File: src/rtl/psram_access_arbiter_pkg.sv
// Shared types and helpers for the PSRAM access arbiter: FSM state
// encoding, command codes and the burst-length helper.
package psram_access_arbiter_pkg;

  // 8-bit state encoding, matching the other PSRAM FSM packages.
  typedef logic [7:0] t_arb_state;

  localparam t_arb_state ST_IDLE     = 8'h00;
  localparam t_arb_state ST_GRANT_WR = 8'h01;
  localparam t_arb_state ST_GRANT_RD = 8'h02;
  localparam t_arb_state ST_BURST_WR = 8'h03;
  localparam t_arb_state ST_BURST_RD = 8'h04;
  localparam t_arb_state ST_RELEASE  = 8'h05;

  // Value driven on mem_cmd for each direction.
  localparam logic ARB_WR = 1'b1;
  localparam logic ARB_RD = 1'b0;

  // Number of controller clocks a burst of burst_bytes occupies.
  // The controller moves 8 bytes per clock; never report less than one.
  function automatic int unsigned burst_cycles(input int unsigned burst_bytes);
    if (burst_bytes < 8) begin
      return 1;
    end
    return burst_bytes / 8;
  endfunction

endpackage

File: src/rtl/psram_access_arbiter_priority.sv
// Grant decision between the write and read requesters plus the
// consecutive-write streak counter that prevents read starvation.
// With PSRAM_ARB_STATS_EN defined, also flags reads forced by the limit.
module psram_arb_priority
  import psram_access_arbiter_pkg::*;
#(
  parameter int unsigned MAX_WR_STREAK = 4
) (
  input  logic clk,
  input  logic reset_n,
  input  logic arb_en_i,
  input  logic wr_rq_i,
  input  logic rd_rq_i,
  output logic grant_wr_o,
  output logic grant_rd_o
`ifdef PSRAM_ARB_STATS_EN
  ,
  output logic starve_o
`endif
);

  localparam logic [2:0] STREAK_LIMIT = 3'(MAX_WR_STREAK);
  localparam logic [2:0] STREAK_SAT   = 3'd7;

  logic [2:0] streak_q;
  logic [2:0] streak_d;

  // Write wins unless a read is waiting and the write streak is used up.
  // NOTE: every signal written in always_comb gets a default first, so no
  // path leaves it unassigned and no latch is inferred.
  always_comb begin
    grant_wr_o = 1'b0;
    grant_rd_o = 1'b0;
    streak_d   = streak_q;
    if (arb_en_i) begin
      grant_wr_o = wr_rq_i && (!rd_rq_i || (streak_q < STREAK_LIMIT));
      grant_rd_o = rd_rq_i && !grant_wr_o;
    end
    if (grant_wr_o) begin
      // The streak only grows while a read is actually being held off.
      if (rd_rq_i) begin
        streak_d = (streak_q == STREAK_SAT) ? streak_q : streak_q + 3'd1;
      end else begin
        streak_d = 3'd0;
      end
    end else if (grant_rd_o) begin
      streak_d = 3'd0;
    end
  end

`ifdef PSRAM_ARB_STATS_EN
  // A read granted while a write was also asking was forced by the limit.
  assign starve_o = grant_rd_o && wr_rq_i;
`endif

  // Streak counter register.
  // NOTE: sequential state is written with non-blocking assignments so all
  // flops sample their inputs from the same edge regardless of block order.
  always_ff @(posedge clk) begin
    if (!reset_n) begin
      streak_q <= 3'd0;
    end else begin
      streak_q <= streak_d;
    end
  end

endmodule

File: src/rtl/psram_access_arbiter.sv
// Arbiter sharing the PSRAM controller command port between the camera
// write path and the LCD read path. Grants one requester, forwards its
// command, tracks the burst and releases the port with a one-cycle bubble.
// Optional statistics counters are built when PSRAM_ARB_STATS_EN is defined.
module psram_access_arbiter
  import psram_access_arbiter_pkg::*;
#(
  parameter int unsigned MEMORY_BURST  = 32,
  parameter int unsigned MAX_WR_STREAK = 4,
  parameter int unsigned ADDR_WIDTH    = 21
) (
  input  logic                  clk,
  input  logic                  reset_n,
  input  logic                  mem_calib,
  input  logic                  wr_rq,
  input  logic [ADDR_WIDTH-1:0] wr_addr,
  input  logic                  wr_cmd_en,
  output logic                  wr_ack,
  input  logic                  rd_rq,
  input  logic [ADDR_WIDTH-1:0] rd_addr,
  input  logic                  rd_cmd_en,
  output logic                  rd_ack,
  input  logic                  rd_data_valid,
  output logic                  mem_cmd,
  output logic                  mem_cmd_en,
  output logic [ADDR_WIDTH-1:0] mem_addr,
  output logic                  busy
`ifdef PSRAM_ARB_STATS_EN
  ,
  output logic [15:0]           stat_wr_bursts,
  output logic [15:0]           stat_rd_bursts,
  output logic [7:0]            stat_starve_events,
  output logic                  stat_proto_err
`endif
);

  localparam int unsigned BURST_CYCLES = burst_cycles(MEMORY_BURST);
  localparam logic [7:0]  BURST_LAST   = 8'(BURST_CYCLES - 1);

  t_arb_state            state_q, state_d;
  logic                  owner_wr_q, owner_wr_d;
  logic [7:0]            burst_cnt_q, burst_cnt_d;
  logic                  bubble_q, bubble_d;
  logic                  mem_cmd_en_q, mem_cmd_en_d;
  logic                  mem_cmd_q, mem_cmd_d;
  logic [ADDR_WIDTH-1:0] mem_addr_q, mem_addr_d;

  logic arb_en;
  logic grant_wr;
  logic grant_rd;

  // New grants only from a settled IDLE with the controller calibrated.
  assign arb_en = (state_q == ST_IDLE) && mem_calib && !bubble_q;

`ifdef PSRAM_ARB_STATS_EN
  logic starve;
`endif

  psram_arb_priority #(
    .MAX_WR_STREAK(MAX_WR_STREAK)
  ) u_priority (
    .clk        (clk),
    .reset_n    (reset_n),
    .arb_en_i   (arb_en),
    .wr_rq_i    (wr_rq),
    .rd_rq_i    (rd_rq),
    .grant_wr_o (grant_wr),
    .grant_rd_o (grant_rd)
`ifdef PSRAM_ARB_STATS_EN
    ,
    .starve_o   (starve)
`endif
  );

  // Next-state logic: grant, command issue, burst tracking and release.
  always_comb begin
    state_d      = state_q;
    owner_wr_d   = owner_wr_q;
    burst_cnt_d  = burst_cnt_q;
    bubble_d     = 1'b0;
    mem_cmd_en_d = 1'b0;
    mem_cmd_d    = mem_cmd_q;
    mem_addr_d   = mem_addr_q;

    case (state_q)
      ST_IDLE: begin
        if (grant_wr) begin
          state_d    = ST_GRANT_WR;
          owner_wr_d = 1'b1;
        end else if (grant_rd) begin
          state_d    = ST_GRANT_RD;
          owner_wr_d = 1'b0;
        end
      end

      ST_GRANT_WR: begin
        if (wr_cmd_en) begin
          mem_addr_d   = wr_addr;
          mem_cmd_d    = ARB_WR;
          mem_cmd_en_d = 1'b1;
          burst_cnt_d  = 8'd0;
          state_d      = ST_BURST_WR;
        end else if (!wr_rq) begin
          state_d = ST_RELEASE;
        end
      end

      ST_GRANT_RD: begin
        if (rd_cmd_en) begin
          mem_addr_d   = rd_addr;
          mem_cmd_d    = ARB_RD;
          mem_cmd_en_d = 1'b1;
          burst_cnt_d  = 8'd0;
          state_d      = ST_BURST_RD;
        end else if (!rd_rq) begin
          state_d = ST_RELEASE;
        end
      end

      // Writes are timed: the burst occupies BURST_CYCLES clocks starting
      // with the mem_cmd_en cycle.
      ST_BURST_WR: begin
        if (burst_cnt_q == BURST_LAST) begin
          burst_cnt_d = 8'd0;
          state_d     = ST_RELEASE;
        end else begin
          burst_cnt_d = burst_cnt_q + 8'd1;
        end
      end

      // Reads finish when the controller has returned every beat.
      ST_BURST_RD: begin
        if (rd_data_valid) begin
          if (burst_cnt_q == BURST_LAST) begin
            burst_cnt_d = 8'd0;
            state_d     = ST_RELEASE;
          end else begin
            burst_cnt_d = burst_cnt_q + 8'd1;
          end
        end
      end

      // Keep the ack up until the owner lets go, then idle for one cycle so
      // the next requester never sees a stale ack.
      ST_RELEASE: begin
        if (owner_wr_q ? !wr_rq : !rd_rq) begin
          state_d  = ST_IDLE;
          bubble_d = 1'b1;
        end
      end

      default: begin
        state_d = ST_IDLE;
      end
    endcase
  end

  // State and command registers; reset abandons any burst in flight.
  always_ff @(posedge clk) begin
    if (!reset_n) begin
      state_q      <= ST_IDLE;
      owner_wr_q   <= 1'b0;
      burst_cnt_q  <= 8'd0;
      bubble_q     <= 1'b0;
      mem_cmd_en_q <= 1'b0;
      mem_cmd_q    <= 1'b0;
      mem_addr_q   <= '0;
    end else begin
      state_q      <= state_d;
      owner_wr_q   <= owner_wr_d;
      burst_cnt_q  <= burst_cnt_d;
      bubble_q     <= bubble_d;
      mem_cmd_en_q <= mem_cmd_en_d;
      mem_cmd_q    <= mem_cmd_d;
      mem_addr_q   <= mem_addr_d;
    end
  end

  assign busy       = (state_q != ST_IDLE);
  assign wr_ack     = busy && owner_wr_q;
  assign rd_ack     = busy && !owner_wr_q;
  assign mem_cmd_en = mem_cmd_en_q;
  assign mem_cmd    = mem_cmd_q;
  assign mem_addr   = mem_addr_q;

`ifdef PSRAM_ARB_STATS_EN
  logic        wr_issue;
  logic        rd_issue;
  logic        dup_cmd;
  logic [15:0] stat_wr_bursts_q;
  logic [15:0] stat_rd_bursts_q;
  logic [7:0]  stat_starve_q;
  logic        stat_proto_err_q;

  assign wr_issue = (state_q == ST_GRANT_WR) && wr_cmd_en;
  assign rd_issue = (state_q == ST_GRANT_RD) && rd_cmd_en;
  // A command pulse from the owner once its command is already out.
  assign dup_cmd  = ((state_q == ST_BURST_WR) && wr_cmd_en) ||
                    ((state_q == ST_BURST_RD) && rd_cmd_en) ||
                    ((state_q == ST_RELEASE) && (owner_wr_q ? wr_cmd_en : rd_cmd_en));

  // Statistics counters; the burst and starve counters wrap.
  always_ff @(posedge clk) begin
    if (!reset_n) begin
      stat_wr_bursts_q <= 16'd0;
      stat_rd_bursts_q <= 16'd0;
      stat_starve_q    <= 8'd0;
      stat_proto_err_q <= 1'b0;
    end else begin
      if (wr_issue) stat_wr_bursts_q <= stat_wr_bursts_q + 16'd1;
      if (rd_issue) stat_rd_bursts_q <= stat_rd_bursts_q + 16'd1;
      if (starve)   stat_starve_q    <= stat_starve_q + 8'd1;
      if (dup_cmd)  stat_proto_err_q <= 1'b1;
    end
  end

  assign stat_wr_bursts     = stat_wr_bursts_q;
  assign stat_rd_bursts     = stat_rd_bursts_q;
  assign stat_starve_events = stat_starve_q;
  assign stat_proto_err     = stat_proto_err_q;
`endif

endmodule

File: config.mk
export PLATFORM = sky130hd
export DESIGN_NAME = psram_access_arbiter
export DESIGN_NICKNAME = d
export VERILOG_FILES = /design/src/rtl/psram_access_arbiter_pkg.sv /design/src/rtl/psram_access_arbiter_priority.sv /design/src/rtl/psram_access_arbiter.sv
export SDC_FILE = /design/constraint.sdc
export NUM_CORES = 1
export LEC_CHECK = 0
export CAP_MARGIN = 25
export CORE_MARGIN = 4
export CORE_UTILIZATION = 45
export CTS_CLUSTER_SIZE = 16
export DETAILED_ROUTE_END_ITERATION = 8
export GPL_TIMING_DRIVEN = 0
export PLACE_DENSITY = 0.81
export SLEW_MARGIN = 30
export SYNTH_ARGS = -nofsm -noshare
export SYNTH_HDL_FRONTEND = slang
export SYNTH_HIERARCHICAL = 1
export SYNTH_SLANG_ARGS = --single-unit
File: constraint.sdc
create_clock -name clk -period 3.2 [get_ports clk]
set_clock_uncertainty 0.1 [all_clocks]
set_input_delay 0.48 -clock clk [delete_from_list [all_inputs] [get_ports clk]]
set_output_delay 0.48 -clock clk [all_outputs]
set_load 0.02 [all_outputs]
==> results.tsv, run 1 <==
metric	value	unit
wire_per_inst	14.13	um
worst_slew_pin_slew	0.4757	ns
finalHoldViolations	0	
cts_max_path_buffers	2	
p_per_area	748.2	nW/um^2
fillers	372	
antenna_found_initial	0	
fin_setup_tns	0	ns
firstDrtPassIters	4	
p_sw_share	38.62	%
cts_resized	0	
synthMuxAreaShare	12.93	%
fin_crit_sh	85.59	%
synthFlopType	dfxtp_1	
clk_pin_slew	0.07	ns
die_w	76.31	um
max_slew_margin	68.29	%
post-place-ws	0.3166	ns
min_path_type	flop to flop	
syn_area_per_cell	9.373	um^2
synth_seq_cells	39	
insertion_delay	0.29	ns
ctsHoldBuffers	0	
synth-xor-area-share	0.4172	%
crit_arrival	2.82	ns
dieArea	5822	um^2
drt_iter0_drc	95	
synth_area	2100	um^2
outcome	complete, no violations	
critPathLaunchType	flop	
core	4444	um^2
max_freq	365.1	MHz
clock-root-buffer	clkbuf_8	
cts_setup_buffers	0	
finalSetupViolations	0	
p_int	1.387	mW
drive_gt1_share	10.10	%
worstSetupPathType	flop to flop	
grt_use_total	17.43	%
diodes	0	
cp.required	3.28	ns
synth_top_family_by_area	simple AND/OR/NAND/NOR gates	
drc	0	
slew_violations	0	
p_total	2.260	mW
power_frac_comb	54.1	%
synthAdderAreaFrac	1.788	%
synth_edf_count	0	
crit_fanout	10	
vias	1960	
ys_types	46	
netSwitchingPower	0.8729	mW
syn-num-nets	277	
drv_cap	0	
numClockSinks	39	
initial_utilization	47.24	%
area_growth	43.86	%
syn_inst	224	
fin_ws	0.4612	ns
htree_num_levels	2	
clkPwrFrac	16.3	%
seq_area_frac_synth	37.19	%
io_pins	76	
fin_nets	359	
synth_warnings	6	
dieHeight	76.31	um
min_period	2.739	ns
grt_max_degree	12	
power_frac_seq	29.6	%
synth-simple-area-share	22.82	%
rsz0062_at_grt	no	
synth_compound_area_share	20.32	%
avgViaCountPerCell	5.460	
worstSetupEndpointType	flop	
p_leak	1.335	nW
gp_congestion	0.7998	
cts_buffers	5	
overflow	0	
grt_pass1_vias	1776	
async_reset_ff_share	0	%
cts_tree	yes	
num_rows	24	
ir_drop	366.9	uV
ant_nets	0	
grt_pass1_wl	8.411	mm
drt-total-wl	5.074	mm
io_buffers	75	
detailed_place_hpwl	3.848	mm
[routing by layer]
| layer | GRT usage [%] | wire length [um] |
|---|---|---|
| met1 | 21.37 | 2168 |
| met2 | 26.89 | 2319 |
| met3 | 8.392 | 507 |
| met4 | 5.435 | 79 |
| met5 | 0 | 0 |
[worst max-delay path, cell delays in order (launching register included)]
cell      delay [ns]
dfxtp_1         0.30
buf_2           0.17
clkbuf_1        0.23
nor3_2          0.33
inv_1           0.09
nor3b_1         0.35
nand2_1         0.09
a21oi_1         0.27
nor3_1          0.11
o21ai_0         0.23
nand4b_2        0.20
mux2i_1         0.16
[power groups by stage]
stage / Combinational, mW / Clock, mW / Sequential, mW
6_report: 1.22 / 0.369 / 0.668
5_1_grt: 1.33 / 0.399 / 0.685
4_1_cts: 1.23 / 0.377 / 0.669
2_1_floorplan: 0.712 / 0 / 0.769
3_3_place_gp: 1.22 / 0 / 0.673
3_5_place_dp: 1.22 / 0 / 0.678
[Yosys cell counts (5+ instances only)]
library cell	instances	area share (%)
nand3b_1	6	2.1
buf_2	7	1.7
nand2_1	34	6.1
or3_1	5	1.5
o211a_1	21	10
dfxtp_1	39	37
a21oi_1	10	2.4
mux2i_1	26	12
o21ai_0	7	1.7
nor2_1	6	1.1
nor2b_1	6	1.8
nand3_1	5	1.2
[kinds of logic (layout without fill, tap and decap cells)]
logic type	after synthesis	after routing
and+or+nand+nor	85	85
AOI/OAI and AO/OA	52	52
DFF	39	39
muxes	27	27
buffers and inverters	17	100
adders and majority gates	3	3
xor gates and xnor gates	1	1
[through the flow]
stage | util (%) | hold WS [ns] | cell area [um^2] | instances
after detailed placement | 65.60 | 0.3673 | 2915 | 351
final | 67.96 | 0.3779 | 3020 | 359
after global placement | 65.60 | 0.3541 | 2915 | 351
after floorplan | - | 0.3385 | 2100 | 224
after global routing | 67.96 | 0.4193 | 3020 | 359
after CTS | 67.85 | 0.3783 | 3015 | 359
[flip-flops by register name, summed over array words and instances (netlist names)]
name and count:
burst_cnt_q 8, mem_cmd 1, u_priority/streak_q 3, state_q 3, bubble_q 1, mem_cmd_en 1, mem_addr 21, owner_wr_q 1
[worst paths after layout]
path                                                           from  cells after the start  slack, ns                                  end
worst max-delay path                        state_q[0]$_SDFFE_PN0P_                     11       0.46              state_q[0]$_SDFFE_PN0P_
worst min-delay path            u_priority/streak_q[1]$_SDFFE_PN0P_                      2       0.38  u_priority/streak_q[1]$_SDFFE_PN0P_
worst max register to register              state_q[0]$_SDFFE_PN0P_                     11       0.46              state_q[0]$_SDFFE_PN0P_
worst min register to register  u_priority/streak_q[1]$_SDFFE_PN0P_                      2       0.38  u_priority/streak_q[1]$_SDFFE_PN0P_
[layout make-up]
| class | count | area [um^2] | share of cell area, % |
|---|---|---|---|
| well taps | 52 | 65.06 | 2.154 |
| flip-flops and latches | 39 | 780.7 | 25.85 |
| plain buffers | 15 | 87.58 | 2.900 |
| multi-input cells | 168 | 1229 | 40.68 |
| inverters | 2 | 7.507 | 0.2485 |
| clock buffers | 8 | 100.1 | 3.314 |
| repair buffers | 75 | 750.7 | 24.85 |
[cell usage in the layout (no fill, tap or decap), types with 2 or more instances in the layout]
cell type         n
a21oi_1          10
a22oi_1           2
and3b_1           2
buf_2             7
buf_4             2
buf_6             2
clkbuf_1          5
clkbuf_8          7
clkdlybuf4s50_1  75
dfxtp_1          39
ha_1              3
inv_1             2
mux2i_1          26
nand2_1          34
nand3_1           5
nand3b_1          6
nor2_1            6
nor2b_1           6
nor3_1            3
nor3b_1           2
nor3b_2           2
nor4b_1           3
o211a_1          21
o21ai_0           7
o21ai_1           2
or3_1             5
Power figures use the tool's default switching activity.
==> run 2: changes to the inputs <==
- ABC_AREA: not set -> 1
- CORE_MARGIN: 4 -> not set
- PLACE_DENSITY: 0.81 -> 0.8
==> run 2 against run 1 <==
  * Fmax is 17% higher
  * Via count is 20% higher
  * Critical path depth is 5 lower
  * Flip-flop and latch count stayed put
  * Count of clock-buffer cells in the layout is 3 lower
  * Cell count is 26% higher
  * Sequential share of layout area is 0.90 points lower
  * Highest routed layer unchanged
  * Wire length is 13% higher
  * Core utilization is 1.5 points higher
  * Critical path type is now flop to output pin
  * Hold slack worse by 0.00066 ns
  * Design area is 3.6% higher
  * Register-to-register slack better by 0.56 ns
==> results.tsv, run 2 <==
metric	value	unit	change
grt_pass1_wl	9.818	mm	+17%
final_common_cell	clkdlybuf4s50_1		
overflow	0		unchanged
top_layer	met4		
drive_gt1_share	9.000	%	-1.1 points
worstSetupPathType	flop to output pin		
die_w	71.56	um	-6.2%
cts_max_path_buffers	2		unchanged
syn_area_per_cell	6.868	um^2	-27%
cp.required	2.62	ns	-0.66 ns
fin_nets	452		+26%
numClockSinks	39		unchanged
avgViaCountPerCell	5.223		-4.3%
ys_types	30		-35%
gp_congestion	0.8649		+8.1%
synth_edf_count	0		unchanged
fin_setup_tns	0	ns	unchanged
rsz0062_at_grt	no		
final_cell_mix	clkdlybuf4s50_1, nand2_1, nand3_1		
crit_arrival	1.75	ns	-1.07 ns
worstHoldPathCells	2		unchanged
stdcell_count	452		+26%
antenna_found_initial	0		unchanged
rrSetupSlack	1.02	ns	+0.56 ns
drv_cap	0		unchanged
fin_area	3129	um^2	+3.6%
grt_pass1_vias	2294		+29%
cts_resized	0		unchanged
num_rows	24		unchanged
r2r_cells	15		+4
drt-total-wl	5.746	mm	+13%
clk_pin_slew	0.08	ns	about the same
vias	2361		+20%
ir_drop	376.1	uV	+2.5%
path_buf_inv	3		unchanged
ant_nets	0		unchanged
seq_area_frac_synth	35.86	%	-1.3 points
synth_seq_cells	39		unchanged
initial_utilization	48.33	%	+1.1 points
dp.cells	444		+26%
diodes	0		unchanged
synth.most_common_cell	nand2_1		
p_leak	1.277	nW	-4.3%
synth_area	2177	um^2	+3.7%
wl_met1	2.500	mm	+15%
worstSetupEndpointType	output pin		
finalHoldViolations	0		unchanged
largest_reg_flops	21		unchanged
placed_cell_area	2993	um^2	+2.7%
clock-root-buffer	clkbuf_8		
insertion_delay	0.30	ns	about the same
cp_slowest_stage_delay	0.60	ns	+0.25 ns
cts_setup_buffers	0		unchanged
syn-num-nets	370		+34%
async_reset_ff_share	0	%	unchanged
dieArea	5120	um^2	-12%
syn_inst	317		+42%
p_per_area	760.9	nW/um^2	+1.7%
fin_crit_sh	72.87	%	-13 points
critPathLaunchType	flop		
outcome	complete, no violations		
fillers	403		+8.3%
wl_met3	393	um	-22%
p_total	2.381	mW	+5.4%
finalSetupViolations	0		unchanged
drc	0		unchanged
grt_max_degree	14		+2
wire_per_inst	12.71	um	-10%
critPathTopFamily	buffers and inverters		
crit_chain	buf_6 -> nor2_8 -> nand2_2 -> inv_1 -> nor2_1 -> clkdlybuf4s50_1		
io_buffers	75		unchanged
cts_buffers	5		unchanged
max_freq	428.9	MHz	+17%
ctsHoldBuffers	0		unchanged
htree_num_levels	2		unchanged
worst_slew_pin_slew	0.4656	ns	-0.01002 ns
max_slew_margin	68.96	%	+0.67 points
drt_iter0_drc	88		-7.4%
area_growth	43.74	%	about the same
detailed_place_hpwl	4.307	mm	+12%
min_path_type	flop to flop		
slowest_stage	clkdlybuf4s50_1		
crit_cells	6		-5
netlist_top_cells_count	nand2_1, nand3_1, nor2_1, dfxtp_1, inv_1		
core	4504	um^2	+1.4%
slew_violations	0		unchanged
grt_use_total	24.08	%	+6.7 points
synth_warnings	6		unchanged
firstDrtPassIters	4		unchanged
dieHeight	71.56	um	-6.2%
wl_met2	2.755	mm	+19%
crit_fanout	9		-1
yosysTopAreaCellShare	35.86	%	-1.3 points
yosys-top-cells-area	dfxtp_1, nand2_1, nand3_1		
utilization	69.47	%	+1.5 points
io_pins	76		unchanged
synthFlopType	dfxtp_1		
cts_tree	yes		
yosys.area.top_type	dfxtp_1		
min_period	2.332	ns	-0.4071 ns
## run 2: layout make-up
class | count | area, um^2 | area share, %
Buffer | 16 | 100.1 | 3.199
Tap cell | 52 | 65.06 | 2.079
Clock inverter | 3 | 67.56 | 2.159
Inverter | 25 | 93.84 | 2.999
Multi-Input combinational cell | 237 | 1202 | 38.42
Timing Repair Buffer | 75 | 750.7 | 23.99
Sequential cell | 39 | 780.7 | 24.95
Clock buffer | 5 | 68.82 | 2.199
## run 2: tightest hold or removal path: stages, from the launching register on
cell     delay [ns]
dfxtp_1        0.32
nand2_1        0.06
a21oi_1        0.05
## run 2: path summary, 6_finish.rpt
kind                           startpoint                 endpoint
setup / recovery  state_q[0]$_SDFFE_PN0P_                   rd_ack
hold / removal       mem_cmd$_SDFFE_PN0P_     mem_cmd$_SDFFE_PN0P_
setup reg to reg  state_q[2]$_SDFFE_PN0P_  state_q[1]$_SDFFE_PN0P_
hold reg to reg      mem_cmd$_SDFFE_PN0P_     mem_cmd$_SDFFE_PN0P_
## run 2: report_power, final
group	total [mW]	switching (mW)	leakage (nW)	internal (mW)
registers	0.661	0.0653	0.318	0.596
logic	1.22	0.729	0.894	0.493
clock network	0.497	0.187	0.0644	0.311
## run 2: logic make-up (layout without fill, tap and decap cells)
group	count (synthesis)	after routing	share of synthesized area (%)
flip-flops	39	39	35.86
buffers and inverters	41	124	8.908
AND/OR/NAND/NOR	170	170	36.55
adder cells (fa/ha/maj)	3	3	1.724
XOR/XNOR	2	2	0.8047
AO/OA/AOI/OAI	62	62	16.15
## run 2: routing by layer
metal  vias up  global-route usage [%]
met1      1058                   26.64
met3        11                   8.158
li1       1229                       -
met5         -                       0
met4         0                   8.497
met2        63                   43.07
## run 2: stage by stage
| step | setup slack [ns] | hold slack, ns |
|---|---|---|
| floorplan | 1.268 | 0.3556 |
| global placement | 0.9299 | 0.3557 |
| detailed placement | 0.8873 | 0.3736 |
| CTS | 0.8661 | 0.3853 |
| global route | 0.7869 | 0.4162 |
| finish | 0.8683 | 0.3773 |
